`src/rtl/unidade_acesso_memoria_pkg.sv`:
```
// Shared definitions for the memory-access stage and the control unit:
// state encodings and the default read latency.
package unidade_acesso_memoria_pkg;

    typedef enum logic [1:0] {
        OCIOSO   = 2'd0,
        ESCREVE  = 2'd1,
        LE       = 2'd2,
        RESPONDE = 2'd3
    } estado_t;

    localparam int unsigned LAT_LEITURA_PADRAO = 1;

endpackage

```
`src/rtl/unidade_acesso_memoria.sv`:
```
// Memory-access stage: accepts load/store requests, drives the data-memory port set,
// and returns load data over a held response handshake.
module unidade_acesso_memoria
    import unidade_acesso_memoria_pkg::*;
#(
    parameter int unsigned LAT_LEITURA = LAT_LEITURA_PADRAO
) (
    input  logic       Clock,
    input  logic       Reset,
    input  logic       ReqValido,
    output logic       ReqPronto,
    input  logic       ReqEscrita,
    input  logic [7:0] ReqBase,
    input  logic [7:0] ReqDesloc,
    input  logic [7:0] ReqDado,
    output logic       RespValido,
    input  logic       RespPronto,
    output logic [7:0] RespDado,
    output logic [7:0] Endereco,
    output logic [7:0] DadoEscr,
    input  logic [7:0] DadoLido,
    output logic       MenWrite,
    output logic       MenRead
);

    // Counter runs 0..LAT_LEITURA-1; the last value marks the sampling edge.
    localparam logic [1:0] ULTIMO = 2'(LAT_LEITURA - 1);

    estado_t    estado_q, estado_d;
    logic [1:0] cont_q, cont_d;
    logic [7:0] end_q, end_d;
    logic [7:0] escr_q, escr_d;
    logic [7:0] resp_q, resp_d;

    always_ff @(posedge Clock or negedge Reset) begin
        if (!Reset) begin
            estado_q <= OCIOSO;
            cont_q   <= 2'd0;
            end_q    <= 8'h00;
            escr_q   <= 8'h00;
            resp_q   <= 8'h00;
        end else begin
            estado_q <= estado_d;
            cont_q   <= cont_d;
            end_q    <= end_d;
            escr_q   <= escr_d;
            resp_q   <= resp_d;
        end
    end

    always_comb begin
        estado_d   = estado_q;
        cont_d     = cont_q;
        end_d      = end_q;
        escr_d     = escr_q;
        resp_d     = resp_q;
        ReqPronto  = 1'b0;
        RespValido = 1'b0;
        MenWrite   = 1'b0;
        MenRead    = 1'b0;

        unique case (estado_q)
            OCIOSO: begin
                ReqPronto = 1'b1;
                if (ReqValido) begin
                    end_d = ReqBase + ReqDesloc;
                    // Write data only moves on stores so DadoEscr keeps its last store value.
                    if (ReqEscrita) begin
                        escr_d   = ReqDado;
                        estado_d = ESCREVE;
                    end else begin
                        cont_d   = 2'd0;
                        estado_d = LE;
                    end
                end
            end
            ESCREVE: begin
                MenWrite = 1'b1;
                estado_d = OCIOSO;
            end
            LE: begin
                MenRead = 1'b1;
                if (cont_q == ULTIMO) begin
                    resp_d   = DadoLido;
                    cont_d   = 2'd0;
                    estado_d = RESPONDE;
                end else begin
                    cont_d = cont_q + 2'd1;
                end
            end
            RESPONDE: begin
                RespValido = 1'b1;
                if (RespPronto) begin
                    estado_d = OCIOSO;
                end
            end
            default: begin
                estado_d = OCIOSO;
            end
        endcase
    end

    assign Endereco = end_q;
    assign DadoEscr = escr_q;
    assign RespDado = resp_q;

endmodule

```
`config.mk`:
```
export PLATFORM = sky130hd
export DESIGN_NAME = unidade_acesso_memoria
export DESIGN_NICKNAME = d
export VERILOG_FILES = /design/src/rtl/unidade_acesso_memoria_pkg.sv /design/src/rtl/unidade_acesso_memoria.sv
export SDC_FILE = /design/constraint.sdc
export NUM_CORES = 1
export LEC_CHECK = 0
export ABC_AREA = 1
export CORE_MARGIN = 2
export CORE_UTILIZATION = 42
export CTS_CLUSTER_SIZE = 28
export DETAILED_ROUTE_END_ITERATION = 10
export PLACE_DENSITY_LB_ADDON = 0.25
export SETUP_SLACK_MARGIN = 0.5
export SYNTH_ARGS = -nofsm -noshare
export SYNTH_HDL_FRONTEND = slang
export SYNTH_SLANG_ARGS = --single-unit
```
`constraint.sdc`:
```
create_clock -name Clock -period 1.4 [get_ports Clock]
set_clock_uncertainty 0.05 [all_clocks]
set_input_delay 0.42 -clock Clock [delete_from_list [all_inputs] [get_ports Clock]]
set_output_delay 0.42 -clock Clock [all_outputs]
set_load 0.005 [all_outputs]
```
==> impl_metrics.env, run 1 <==
export IMPL_place_hpwl_um=2930
export IMPL_wl_um=4470
export IMPL_start_util_pct=44.5
export IMPL_io_buffer_count=64
export IMPL_placedCellCount=294
export IMPL_instances_no_fill=327
export IMPL_holdPathStages=4
export IMPL_fmax_mhz=621
export IMPL_synth_cells=171
export IMPL_ir_drop_v=0.00133
export IMPL_synth_cell_type_count=24
export IMPL_tightest_slew_ns=0.208
export IMPL_endpoint="ReqPronto"
export IMPL_hold_class="input pin to flip-flop"
export IMPL_area_growth_pct=80.1
export IMPL_clk_pin_slew_ns=0.15
export IMPL_hold_viol_final=0
export IMPL_status="complete, but fails checks"
export IMPL_final_cell_mix="43 x nand2_1, 32 x buf_4, 30 x buf_2, 28 x dfrtp_1, 22 x clkdlybuf4s50_1"
export IMPL_rsz0062_at_grt="yes"
export IMPL_clock_sink_count=28
export IMPL_first_global_vias=1566
export IMPL_wl_per_cell_um=13.7
export IMPL_core_area_um2=3420
export IMPL_ys_warn_count=0
export IMPL_grt_use_met2_pct=40.2
export IMPL_vias=1571
export IMPL_maxCapViolations=0
export IMPL_ys_ff_latch=28
export IMPL_met3_usage_pct=4.58
export IMPL_worstPathMaxFanout=3
export IMPL_start_kind="flip-flop"
export IMPL_routed_via_density=4.80
export IMPL_die_y_um=64.2
export IMPL_diodes=0
export IMPL_post_dp_cell_area_um2=2500
export IMPL_drive_gt1_share_pct=50.5
export IMPL_finalCritPeriodShare_pct=115
export IMPL_netlist_area_um2=1520
export IMPL_avgSynthCellArea_um2=8.89
export IMPL_critPathKind="flip-flop to output pin"
export IMPL_grt_first_pass_wirelength_um=7310
export IMPL_top_usage_layer="met2"
export IMPL_crit_arrival_ns=1.14
export IMPL_fillers=224
export IMPL_clk_latency_ns=0.33
export IMPL_design_die_area_um2=4120
export IMPL_io_pins=65
export IMPL_crit_start="estado_q[1]$_DFFE_PN0P_"
export IMPL_setup_slack_ns=-0.209
export IMPL_cts_hold_buf=0
export IMPL_gr_total_overflow=0
export IMPL_slew_headroom_pct=86.1
export IMPL_final_common_cell="nand2_1"
export IMPL_grt_max_degree=24
export IMPL_die_x_um=64.2
export IMPL_syn_num_nets=218
export IMPL_leakagePower_uw=0.00138
export IMPL_setup_viol=28
export IMPL_rows=21
export IMPL_numCtsBuffers=3
export IMPL_cts_root_buf="clkbuf_4"
export IMPL_nNetsFinal=329
export IMPL_drv_slew=0
export IMPL_seq_area_frac_synth_pct=46.1
export IMPL_fin_area_um2=2740
export IMPL_cp_data_required_time_ns=0.93
export IMPL_cts_tree="yes"
export IMPL_r2r_start="estado_q[1]$_DFFE_PN0P_"
export IMPL_drc=0
export IMPL_antenna_found_initial=0
export IMPL_r2r_cells=7
export IMPL_track_usage_pct=22.9
export IMPL_rrSetupSlack_ns=-0.08
export IMPL_dr_pass1_iters=4
export IMPL_failed_checks="setup timing"
export IMPL_power_uw=4860
export IMPL_clock_path_buffers=2
export IMPL_globalRouteMet1Util_pct=28.9
export IMPL_first_iter_violations=40
export IMPL_ant_nets=0
export IMPL_htreeDepth=1
export IMPL_power_density_nw_per_um2=1780
export IMPL_final_util_pct=80.1
export IMPL_post_route_min_period_ns=1.61
export IMPL_cp_end_kind="output pin"
export IMPL_r2r_end="RespDado[6]$_DFFE_PN0P_"
export IMPL_place_congestion=0.819
## cell families after synthesis
group / Yosys count / synth area share [%]
AOI/OAI and AO/OA: 12 / 4.36
xor gates and xnor gates: 2 / 1.15
adders and majority gates: 10 / 8.72
buffers and inverters: 22 / 5.68
DFF: 28 / 46.1
muxes: 8 / 7.90
and+or+nand+nor: 89 / 26.1
## power breakdown
| group | internal, uW | switching (uW) | leakage (uW) |
|---|---|---|---|
| combinational | 1700 | 1350 | 0.00102 |
| sequential | 1200 | 213 | 0.000343 |
| clock | 159 | 238 | 0.0000210 |
## metal layers
metal	vias up	wire (um)
met5	-	0
met4	0	60
met3	6	208
met2	47	2460
met1	745	1740
li1	773	-
## cell usage after synthesis
cell type  instances  area, um2
inv_1             18       67.6
or2_2              2       12.5
clkbuf_1           1       3.75
a211oi_1           1       7.51
buf_4              1       7.51
fa_1               1       20.0
dfrtp_1           28        701
nand2_2            1       6.26
nor2_4             2       22.5
a21oi_1            3       15.0
and2_1             1       6.26
inv_2              2       7.51
nand2_1           53        199
nand3_1           16       80.1
o21ai_0            7       35.0
xor2_1             1       8.76
mux2_4             8        120
nand3b_1           2       15.0
o221ai_1           1       8.76
or2_1              1       6.26
ha_1               9        113
nand2_4            1       11.3
xnor2_1            1       8.76
nor2_1            10       37.5
## registers in the layout (all words and copies together) (netlist names)
signal	count
estado_q	2
DadoEscr	8
cont_q	2
RespDado	8
Endereco	8
## how the worst min path moves through the flow
stage / start / endpoint
2_1_floorplan: Reset / DadoEscr[0]$_DFFE_PN0P_
3_3_place_gp: Endereco[5]$_DFFE_PN0N_ / Endereco[5]$_DFFE_PN0N_
3_5_place_dp: Endereco[7]$_DFFE_PN0N_ / Endereco[7]$_DFFE_PN0N_
4_1_cts: ReqBase[0] / Endereco[0]$_DFFE_PN0N_
5_1_grt: ReqBase[0] / Endereco[0]$_DFFE_PN0N_
6_report: ReqBase[0] / Endereco[0]$_DFFE_PN0N_
## through the flow
stage	hold WS [ns]	setup slack, ns	TNS [ns]
floorplan	0.0744	-0.107	-0.212
global placement	0.410	-0.687	-5.84
detailed placement	0.418	-0.752	-6.20
CTS	0.370	-0.205	-1.56
global route	0.344	-0.276	-3.68
finish	0.367	-0.209	-1.83
## final cells by class
type / instances / area, um2 / share of cell area [%]
Clock buffer: 4 / 36.3 / 1.33
Inverter: 20 / 87.6 / 3.20
Tap cell: 46 / 57.6 / 2.10
Sequential cell: 28 / 701 / 25.6
Multi-Input combinational cell: 121 / 982 / 35.9
Timing Repair Buffer: 108 / 873 / 31.9
## critical path, cell delays in order (launching register included)
cell and delay [ns]:
dfrtp_1 0.44, buf_6 0.15, inv_6 0.06, nand2_4 0.04
inv_2 0.04, buf_2 0.09
## what timing repair did
action | 4_1_cts | 5_1_grt
buffers inserted | 20 | 9
setup endpoints to repair | 56 | 56
gates resized for setup | 164 | 12
pin swaps | 16 | 5
hold endpoints to repair | 0 | 0
Note: power is estimated with default switching activity, not from simulation.
==> run 2: changes to the inputs <==
--- a/config.mk
+++ b/config.mk
@@ -12,6 +12,7 @@
 export DETAILED_ROUTE_END_ITERATION = 10
 export PLACE_DENSITY_LB_ADDON = 0.25
 export SETUP_SLACK_MARGIN = 0.5
+export SKIP_LAST_GASP = 1
 export SYNTH_ARGS = -nofsm -noshare
 export SYNTH_HDL_FRONTEND = slang
 export SYNTH_SLANG_ARGS = --single-unit
==> impl_metrics.env, run 2 (synthesized netlist as in run 1, its figures left out) <==
export IMPL_wl_um=4470
export IMPL_maxCapViolations=0
export IMPL_leakagePower_uw=0.00139
export IMPL_io_buffer_count=64
export IMPL_design_die_area_um2=4120
export IMPL_first_global_vias=1569
export IMPL_finalCritPeriodShare_pct=115
export IMPL_gr_total_overflow=0
export IMPL_setup_slack_ns=-0.209
export IMPL_cts_tree="yes"
export IMPL_cts_root_buf="clkbuf_4"
export IMPL_hold_ws_ns=0.367
export IMPL_diodes=0
export IMPL_slew_headroom_pct=86.1
export IMPL_drive_gt1_share_pct=50.2
export IMPL_fmax_mhz=621
export IMPL_final_util_pct=80.1
export IMPL_start_kind="flip-flop"
export IMPL_tightest_slew_ns=0.208
export IMPL_status="complete, but fails checks"
export IMPL_cp_data_required_time_ns=0.93
export IMPL_worstPathMaxFanout=3
export IMPL_critPathKind="flip-flop to output pin"
export IMPL_ir_drop_v=0.00133
export IMPL_instances_no_fill=327
export IMPL_htreeDepth=1
export IMPL_place_congestion=0.819
export IMPL_post_route_min_period_ns=1.61
export IMPL_start_util_pct=44.5
export IMPL_cp_end_kind="output pin"
export IMPL_die_y_um=64.2
export IMPL_final_common_cell="nand2_1"
export IMPL_failed_checks="setup timing"
export IMPL_wl_per_cell_um=13.7
export IMPL_clock_path_buffers=2
export IMPL_die_x_um=64.2
export IMPL_clk_pin_slew_ns=0.15
export IMPL_power_density_nw_per_um2=1770
export IMPL_antenna_found_initial=0
export IMPL_dr_pass1_iters=4
export IMPL_fillers=224
export IMPL_hold_viol_final=0
export IMPL_drv_slew=0
export IMPL_drc=0
export IMPL_placedCellCount=294
export IMPL_grt_first_pass_wirelength_um=7310
export IMPL_area_growth_pct=80.1
export IMPL_ant_nets=0
export IMPL_power_uw=4860
export IMPL_numCtsBuffers=3
export IMPL_first_iter_violations=40
export IMPL_routed_via_density=4.80
export IMPL_final_cell_mix="43 x nand2_1, 32 x buf_4, 30 x buf_2, 28 x dfrtp_1, 22 x clkdlybuf4s50_1"
export IMPL_nNetsFinal=329
export IMPL_hold_class="input pin to flip-flop"
export IMPL_place_hpwl_um=2930
export IMPL_track_usage_pct=22.9
export IMPL_core_area_um2=3420
export IMPL_crit_arrival_ns=1.14
export IMPL_grt_max_degree=24
export IMPL_io_pins=65
export IMPL_vias=1571
export IMPL_rows=21
export IMPL_setup_viol=28
export IMPL_rsz0062_at_grt="yes"
export IMPL_clock_sink_count=28
export IMPL_clk_latency_ns=0.33
export IMPL_cts_hold_buf=0
-- run 2: cell count changes in the layout (fill, tap and decap cells not counted) --
cell,delta
inv_2,-1
inv_1,+1
-- run 2: final timing paths --
check	startpoint	end	slack, ns	cells after the start
max in group asynchronous	Reset	Endereco[7]$_DFFE_PN0N_	0.76	2
min in group asynchronous	Reset	DadoEscr[3]$_DFFE_PN0P_	0.39	2
max reg2reg	estado_q[1]$_DFFE_PN0P_	RespDado[6]$_DFFE_PN0P_	-0.08	7
min reg2reg	Endereco[7]$_DFFE_PN0N_	Endereco[7]$_DFFE_PN0N_	0.44	2
max	estado_q[1]$_DFFE_PN0P_	ReqPronto	-0.21	5
min	ReqBase[0]	Endereco[0]$_DFFE_PN0N_	0.37	4
-- run 2: worst max-delay path: stages (launching register included) --
cell and delay, ns:
dfrtp_1 0.44, buf_6 0.15, inv_6 0.06, nand2_4 0.04, inv_2 0.04, buf_2 0.09
-- run 2: timing repair --
action,4_1_cts,5_1_grt
setup buffers,20,9
setup endpoints to repair,56,56
pin swaps,16,5
gates resized for setup,164,11
-- run 2: routing by layer --
metal / vias to the layer above / global-route usage, % / wire, um
li1: 773 / - / -
met1: 745 / 28.9 / 1740
met2: 47 / 40.2 / 2460
met3: 6 / 4.58 / 208
met4: 0 / 5.85 / 60
met5: - / 0 / 0
-- run 2: final cells by class --
class                   count  area, um2  share of cell area [%]
multi-input cells         121        982                    35.9
inverters                  20       87.6                    3.20
well taps                  46       57.6                    2.10
flip-flops and latches     28        701                    25.6
repair buffers            108        873                    31.9
clock buffers               4       36.3                    1.33
-- run 2: stage by stage --
stage	TNS, ns	instance area, um2	worst slack [ns]
finish	-1.84	2740	-0.209
floorplan	-0.212	1690	-0.107
global placement	-5.84	2500	-0.687
CTS	-1.56	2640	-0.205
detailed placement	-6.20	2500	-0.752
global route	-3.69	2740	-0.276
-- run 2: power by group --
group / switching (uW) / internal [uW] / leakage [uW]
Clock: 238 / 159 / 0.0000210
Combinational: 1340 / 1700 / 0.00102
Sequential: 213 / 1200 / 0.000343
==> run 3: changes to the inputs <==
--- a/config.mk
+++ b/config.mk
@@ -8,11 +8,10 @@
 export ABC_AREA = 1
 export CORE_MARGIN = 2
 export CORE_UTILIZATION = 42
-export CTS_CLUSTER_SIZE = 28
+export CTS_CLUSTER_SIZE = 20
 export DETAILED_ROUTE_END_ITERATION = 10
 export PLACE_DENSITY_LB_ADDON = 0.25
 export SETUP_SLACK_MARGIN = 0.5
-export SKIP_LAST_GASP = 1
 export SYNTH_ARGS = -nofsm -noshare
 export SYNTH_HDL_FRONTEND = slang
 export SYNTH_SLANG_ARGS = --single-unit
==> results of run 3 <==
Final layout, timing and power as in run 1 (identical DEF).
